$ cat src/rtl/ps2_rx.sv
// ============================================================================
// Module   : ps2_rx
// Purpose  : PS/2 keyboard frame receiver.
//            - Synchronizes the raw PS/2 clock and data lines.
//            - Filters the clock line.
//            - Decodes 11-bit frames (start, 8 data LSB first, odd parity, stop).
//            - Presents each good scan code through a one-entry holding register.
// Options  : define PS2_RX_TIMEOUT_EN to abort a partial frame after
//            TIMEOUT_CYCLES clk cycles with no filtered falling edge.
// Revision : 1.0 - initial release
// ============================================================================
`default_nettype none

module ps2_rx #(
  parameter int FILTER_LEN     = 8,
  parameter int TIMEOUT_CYCLES = 100000
) (
  input  logic       clk,
  input  logic       rst,
  input  logic       kbdClk,
  input  logic       kbdDatain,
  output logic [7:0] dataOut,
  output logic       dataValid,
  input  logic       dataReady,
  output logic       frameErr,
  output logic       overflow
);

  localparam int FCW = (FILTER_LEN > 1) ? $clog2(FILTER_LEN) : 1;

  typedef enum logic [1:0] {
    IDLE   = 2'd0,
    DATA   = 2'd1,
    PARITY = 2'd2,
    STOP   = 2'd3
  } state_t;

  logic           kclk_s1_q, kclk_s2_q, kdat_s1_q, kdat_s2_q;
  logic           filt_q, filt_d;
  logic [FCW-1:0] fcnt_q, fcnt_d;
  logic           fall;

  state_t         state_q, state_d;
  logic [2:0]     bitcnt_q, bitcnt_d;
  logic [7:0]     shift_q, shift_d;
  logic           par_q, par_d;
  logic           good, bad, timeout;

  logic [7:0]     dout_q, dout_d;
  logic           valid_q, valid_d;
  logic           ferr_q, ferr_d;
  logic           ovf_q, ovf_d;
  logic           pop, load;

  // Two-flop synchronizers; idle bus level is high, so reset to 1.
  always_ff @(posedge clk or negedge rst) begin
    if (!rst) begin
      kclk_s1_q <= 1'b1;
      kclk_s2_q <= 1'b1;
      kdat_s1_q <= 1'b1;
      kdat_s2_q <= 1'b1;
    end else begin
      kclk_s1_q <= kbdClk;
      kclk_s2_q <= kclk_s1_q;
      kdat_s1_q <= kbdDatain;
      kdat_s2_q <= kdat_s1_q;
    end
  end

  // Filter: the level flips after FILTER_LEN consecutive samples that differ from it.
  always_comb begin
    filt_d = filt_q;
    fcnt_d = '0;
    if (kclk_s2_q != filt_q) begin
      if (fcnt_q == FCW'(FILTER_LEN - 1)) begin
        filt_d = kclk_s2_q;
      end else begin
        fcnt_d = fcnt_q + 1'b1;
      end
    end
  end

  // Filter state register.
  always_ff @(posedge clk or negedge rst) begin
    if (!rst) begin
      filt_q <= 1'b1;
      fcnt_q <= '0;
    end else begin
      filt_q <= filt_d;
      fcnt_q <= fcnt_d;
    end
  end

  // The frame logic acts in the same cycle that the filtered clock falls.
  assign fall = filt_q & ~filt_d;

`ifdef PS2_RX_TIMEOUT_EN
  localparam int TCW = $clog2(TIMEOUT_CYCLES + 1);
  logic [TCW-1:0] to_q, to_d;

  // Count idle time inside a frame; an edge or the IDLE state restarts the count.
  always_comb begin
    to_d    = to_q;
    timeout = 1'b0;
    if (state_q == IDLE || fall) begin
      to_d = '0;
    end else if (to_q == TCW'(TIMEOUT_CYCLES - 1)) begin
      timeout = 1'b1;
      to_d    = '0;
    end else begin
      to_d = to_q + 1'b1;
    end
  end

  // Timeout counter register.
  always_ff @(posedge clk or negedge rst) begin
    if (!rst) begin
      to_q <= '0;
    end else begin
      to_q <= to_d;
    end
  end
`else
  // No timeout: a partial frame waits for edges indefinitely.
  assign timeout = 1'b0;
  if (TIMEOUT_CYCLES < 1) begin : g_timeout_unused
  end
`endif

  // Frame decoder: next state and the good/bad frame verdict.
  always_comb begin
    state_d  = state_q;
    bitcnt_d = bitcnt_q;
    shift_d  = shift_q;
    par_d    = par_q;
    good     = 1'b0;
    bad      = 1'b0;
    if (timeout) begin
      state_d = IDLE;
    end else if (fall) begin
      unique case (state_q)
        IDLE: begin
          if (!kdat_s2_q) begin
            state_d  = DATA;
            bitcnt_d = 3'd0;
          end
        end
        DATA: begin
          shift_d = {kdat_s2_q, shift_q[7:1]};
          if (bitcnt_q == 3'd7) begin
            state_d = PARITY;
          end else begin
            bitcnt_d = bitcnt_q + 3'd1;
          end
        end
        PARITY: begin
          par_d   = kdat_s2_q;
          state_d = STOP;
        end
        STOP: begin
          state_d = IDLE;
          if ((^{shift_q, par_q}) && kdat_s2_q) begin
            good = 1'b1;
          end else begin
            bad = 1'b1;
          end
        end
        default: state_d = IDLE;
      endcase
    end
  end

  // Frame decoder state register.
  always_ff @(posedge clk or negedge rst) begin
    if (!rst) begin
      state_q  <= IDLE;
      bitcnt_q <= '0;
      shift_q  <= '0;
      par_q    <= 1'b0;
    end else begin
      state_q  <= state_d;
      bitcnt_q <= bitcnt_d;
      shift_q  <= shift_d;
      par_q    <= par_d;
    end
  end

  // Holding register: a same-cycle pop makes room for a new code.
  always_comb begin
    pop     = valid_q & dataReady;
    load    = good & (~valid_q | pop);
    dout_d  = load ? shift_q : dout_q;
    valid_d = load | (valid_q & ~pop);
    ovf_d   = ovf_q | (good & valid_q & ~dataReady);
    ferr_d  = bad | timeout;
  end

  // Output registers.
  always_ff @(posedge clk or negedge rst) begin
    if (!rst) begin
      dout_q  <= 8'h00;
      valid_q <= 1'b0;
      ferr_q  <= 1'b0;
      ovf_q   <= 1'b0;
    end else begin
      dout_q  <= dout_d;
      valid_q <= valid_d;
      ferr_q  <= ferr_d;
      ovf_q   <= ovf_d;
    end
  end

  assign dataOut   = dout_q;
  assign dataValid = valid_q;
  assign frameErr  = ferr_q;
  assign overflow  = ovf_q;

endmodule

`default_nettype wire

$ cat config.mk
export PLATFORM = sky130hd
export DESIGN_NAME = ps2_rx
export DESIGN_NICKNAME = d
export VERILOG_FILES = /design/src/rtl/ps2_rx.sv
export SDC_FILE = /design/constraint.sdc
export NUM_CORES = 1
export LEC_CHECK = 0
export CORE_MARGIN = 1
export CORE_UTILIZATION = 47
export CTS_CLUSTER_SIZE = 25
export DETAILED_ROUTE_END_ITERATION = 10
export GPL_TIMING_DRIVEN = 0
export PLACE_DENSITY = 0.69
export SLEW_MARGIN = 10
export SYNTH_ARGS = -nofsm -noshare
export SYNTH_HDL_FRONTEND = slang
export SYNTH_SLANG_ARGS = --single-unit
export TNS_END_PERCENT = 5
$ cat constraint.sdc
create_clock -name clk -period 2.88 [get_ports clk]
set_input_delay 0.288 -clock clk [delete_from_list [all_inputs] [get_ports clk]]
set_output_delay 0.288 -clock clk [all_outputs]
set_load 0.1 [all_outputs]
======== Word level (Yosys, flattened, before mapping) ========
Cells that the tools add are included.
word-level totals
  register bits ........................... 33
  logic and storage cells ................. 62
operators by class
  add/sub/neg operators ................... 2
  equal/unequal tests ..................... 9
  mux-type cells .......................... 16
  bitwise gates (word level) .............. 13
  reductions and logical operators ........ 8
operators with widths
  operator                                             number
  2-to-1 mux 3 bit                                     4
  parity 9 bit                                         1
  2-to-1 mux 1 bit                                     8
  case mux 2 bit (4 select lines)                      1
  adder 3 x 1 -> 3 bit, second input constant          2
  bitwise AND 1 bit                                    6
  equality test 3 bit, second input constant           2
  != test 2 bit, second input constant                 3
  case mux 3 bit (2 select lines)                      1
  equality test 2 bit, second input constant           2
  2-to-1 mux 2 bit                                     2
  inverter 1 bit                                       4
  AND reduction 2 bit                                  2
  AND reduction 4 bit                                  1
  OR 1 bit                                             3
  AND reduction 3 bit                                  1
  equality test 2 x 1 -> 1 bit, second input constant  1
  zero test 2 bit                                      1
  nonzero test 2 bit                                   1
  logical AND 1 bit                                    1
  != test 1 bit                                        1

======== Depth between registers and ports, before layout ========
  depth after elaboration ................. 9
  depth in mapped cells ................... 7

======== Worst setup path before layout ========
No wires, ideal clock.
  kind .................................... register -> register
  start point ............................. register valid_q, in the netlist dataValid
  end point ............................... register dout_q[0], in the netlist dataOut[0]
  setup time .............................. 0.126 ns
  data arrival time ....................... 1.693 ns
  slack ................................... 1.062 ns
  cell stages (with the launch flop) ...... 4
  path buffers ............................ 0
  cells stage by stage .................... dfrtp_1 > or2b_1 > nand3_4 > mux2_2
on the way
  word-level cells in the longest chain between the ends .. 3
ends and longest elaborated chain
  item                                                 RTL line  text
  start, declared                                      50        logic valid_q, valid_d;
  start signal, assigned                               207       valid_q <= valid_d;
  bitwise AND 1 bit or inverter 1 bit (tied branches)  190, 191
  OR 1 bit *                                           191       load = good & (~valid_q | pop);
  bitwise AND 1 bit *                                  191
  end signal, assigned                                 206       dout_q <= dout_d;
  end, declared                                        49        logic [7:0] dout_q, dout_d;
Mark *: on every way between the ends. The rest lies on a longest branch, timed or not.
A chain may end at the register's enable or synchronous reset.

======== Worst setup path in the final report ========
  start point ............................. register dout_q[4], in the netlist dataOut[4]
  end point ............................... output port dataOut[4]
RTL lines
  item           RTL line  text
  end, declared  22        output logic [7:0] dataOut,
No word-level cell between the ends.

==> metrics.txt <==
Power per Cell Area=slightly below 500 mW/mm²; final hold violation count=9; starting utilization of the core area=0.509; number of antenna cells inserted=0; post-synth net total=between 100 and 150; maximum ir drop on the vdd rail=333 µV; Worst Path Arrival=approximately 1800 ps; met3 routing resource usage after global routing=0.0476; Clock Sinks=33; total of flip-flops plus latches after synthesis=33; cell count after placement=between 100 and 150; maximum fanout along the worst path=2; kind of capture point of the worst setup path=output port; total number of vias=835; Warnings, synthesis=0; GRT Overall Usage=0.164; Slew headroom=0.354; r2r worst-path depth=5; unrepaired setup endpoints after global routing=no; Setup WS post-layout=roughly 750 ps; Max-Cap Viols=0; kind of start point of the critical path=flip-flop; gate count of the mapped netlist=around 100; mean area per synthesized cell=roughly 14 µm²; type of the most critical hold path=primary input to asynchronous set/reset pin; final core utilization=0.594; Vert. Die Dim=around 57 µm; Setup Slack @ Placement=between 900 and 1000 ps; buffers from clock root to sink, at most=2; required time reported for the critical path endpoint=~2600 ps; Critical Path Stages=1; Wirelength per Cell=approximately 14 µm; starting DRC count in detailed routing=30; clock insertion delay at the later pin of the skew report=between 300 and 400 ps; post-synth cell types=24; Layout area overhead=16.9%; half-perimeter wire length of the detailed placement result=~1500 µm; post-route setup TNS=0 ps; Reg clk slew, reported paths=approximately 100 ps; global-route wire length before repair=3840 µm; worst slack on hold paths=-7.24 ps; cell area after synthesis=about 0.0014 mm²; ratio of cells with drive above 1 in the final layout=0.262; Buf/Inv on CP=1; count of instances resized after the clock tree is built=0; peak per-stage delay on the critical path=roughly 1100 ps; DIE AREA=~0.0033 mm²; Worst path top cell family by delay=buffers and inverters; number of failing setup endpoints in the final timing report=0; DR vias/cell=5.32; TritonCTS clock tree=yes; maximum number of pins on one net before global-route repair=34; most heavily used metal layer in global routing=met2; CTS Hold Buffers Added=0; Leak Pwr=between 0.0008 and 0.0009 µW; length of the first detailed-routing pass in iterations=9; count of nets left with antenna violations after detail routing=0; fraction of the cycle the final worst path needs=0.739; number of buffers added for setup after CTS=0; critical path cell sequence=clkdlybuf4s50_1; final worst path period need=between 2000 and 2500 ps; Clock Root Buffer=clkbuf_4; wire length reported by the detailed router=2140 µm; status=finished with violations; number of pins with negative max-slew slack in the final report=0; violated checks=DRC, hold timing; largest clock skew in the final design=about 15 ps; met1 Track Usage GR=0.214; residual DRC count=1; number of cell rows=19; global-route met2 utilization=0.237; kind of critical path=flip-flop to output port; Max Fclk=470 MHz; number of top-level pins=16; x dimension of the die=57.3 µm; antenna violations before repair=0; CP max-delay cell=clkdlybuf4s50_1; RePlAce Congestion=between 0.7 and 0.8; via count of the first global-routing pass=between 800 and 900; Core Region=approximately 0.0028 mm²; share of the yosys chip area belonging to registers=0.578; slew of the pin with the lowest slew margin=between 900 and 1000 ps; fin cells=between 150 and 200; Remaining Overflow, GRT=0; # nets final=138; clock buffer count from CTS=5; CTS H-tree depth=2; number of buffers inserted by port buffering=15
==> cell type report <==
| class | instances | area (µm²) |
|---|---|---|
| Fill cell | 245 | 1150 |
| Sequential cell | 33 | 832 |
| Multi-Input combinational cell | 66 | 592 |
| Timing Repair Buffer | 15 | 145 |
| Clock buffer | 8 | 58.8 |
| Tap cell | 31 | 38.8 |
| Inverter | 4 | 15.0 |
==> per-stage QoR <==
step / hold WS [ps] / total power, µW / cell area, µm²
6_report: -7.24 / 830 / 1680
3_3_place_gp: 346 / 569 / 1630
3_5_place_dp: 351 / 573 / 1620
2_1_floorplan: -7.59 / 549 / 1440
5_1_grt: 44.8 / 873 / 1680
4_1_cts: 10.9 / 844 / 1680
==> cell families (layout without fill, tap and decap cells) <==
group	Yosys count	count (layout)	synth area share
flops	33	33	0.578
mux	19	19	0.154
simple gates	19	19	0.0713
compound gates	12	12	0.0530
fa+ha+maj	8	8	0.0696
xor+xnor	8	8	0.0635
buf+inv	4	27	0.0104
==> layer usage <==
| layer | part of all wire | vias up |
|---|---|---|
| li1 | - | 399 |
| met1 | 0.49 | 408 |
| met2 | 0.44 | 21 |
| met3 | 0.045 | 7 |
| met4 | 0.026 | 0 |
| met5 | 0 | - |
==> state kept, by name (all words and copies together), names as in the netlist, 2 cells and up <==
register and cells:
dataOut 8, fcnt_q 3, state_q 2, shift_q 8
bitcnt_q 3
==> worst paths after layout <==
check | from | to | slack [ps]
setup / recovery | dataOut[4] | dataOut[4] | 750
hold / removal | rst | dataOut[7] | -7
setup reg to reg | shift_q[4] | dataOut[2] | 930
hold reg to reg | kclk_s1_q | kclk_s2_q | 360
max in group asynchronous | rst | fcnt_q[1] | 2410
min in group clk | kbdDatain | kdat_s1_q | 360
==> cells in the final DEF (no fill, tap or decap), types with 3 or more instances in the layout <==
cell type        netlist  routed
dfrtp_1               28      28
mux2_2                17      17
clkdlybuf4s50_1        0      14
nand2_1               10      10
ha_1                   8       8
xnor2_1                5       5
o21ai_0                5       5
clkbuf_4               0       5
dfstp_2                5       5
inv_1                  4       4
a22o_1                 3       3
==> power by group <==
| part | internal [µW] | switching [µW] |
|---|---|---|
| Clock | 120 | 148 |
| Combinational | 27.8 | 25.5 |
| Sequential | 495 | 14.0 |
| Total | 643 | 187 |
==> synth_stat cells <==
| library cell | count | share of area |
|---|---|---|
| a211oi_1 | 1 | 0.0052 |
| a21oi_1 | 2 | 0.0070 |
| a22o_1 | 3 | 0.018 |
| and3_1 | 1 | 0.0044 |
| dfrtp_1 | 28 | 0.49 |
| dfstp_2 | 5 | 0.091 |
| ha_1 | 8 | 0.070 |
| inv_1 | 4 | 0.010 |
| mux2_2 | 17 | 0.13 |
| mux2_4 | 2 | 0.021 |
| nand2_1 | 10 | 0.026 |
| nand2b_1 | 1 | 0.0044 |
| nand3_4 | 1 | 0.012 |
| nor2_1 | 1 | 0.0026 |
| nor2b_1 | 1 | 0.0044 |
| nor3_1 | 2 | 0.0070 |
| nor3b_1 | 1 | 0.0052 |
| o21ai_0 | 5 | 0.017 |
| o21bai_1 | 1 | 0.0052 |
| or2b_1 | 1 | 0.0052 |
| xnor2_1 | 5 | 0.030 |
| xnor2_2 | 1 | 0.011 |
| xnor3_1 | 1 | 0.016 |
| xor2_1 | 1 | 0.0061 |
Power figures use the tool's default switching activity.
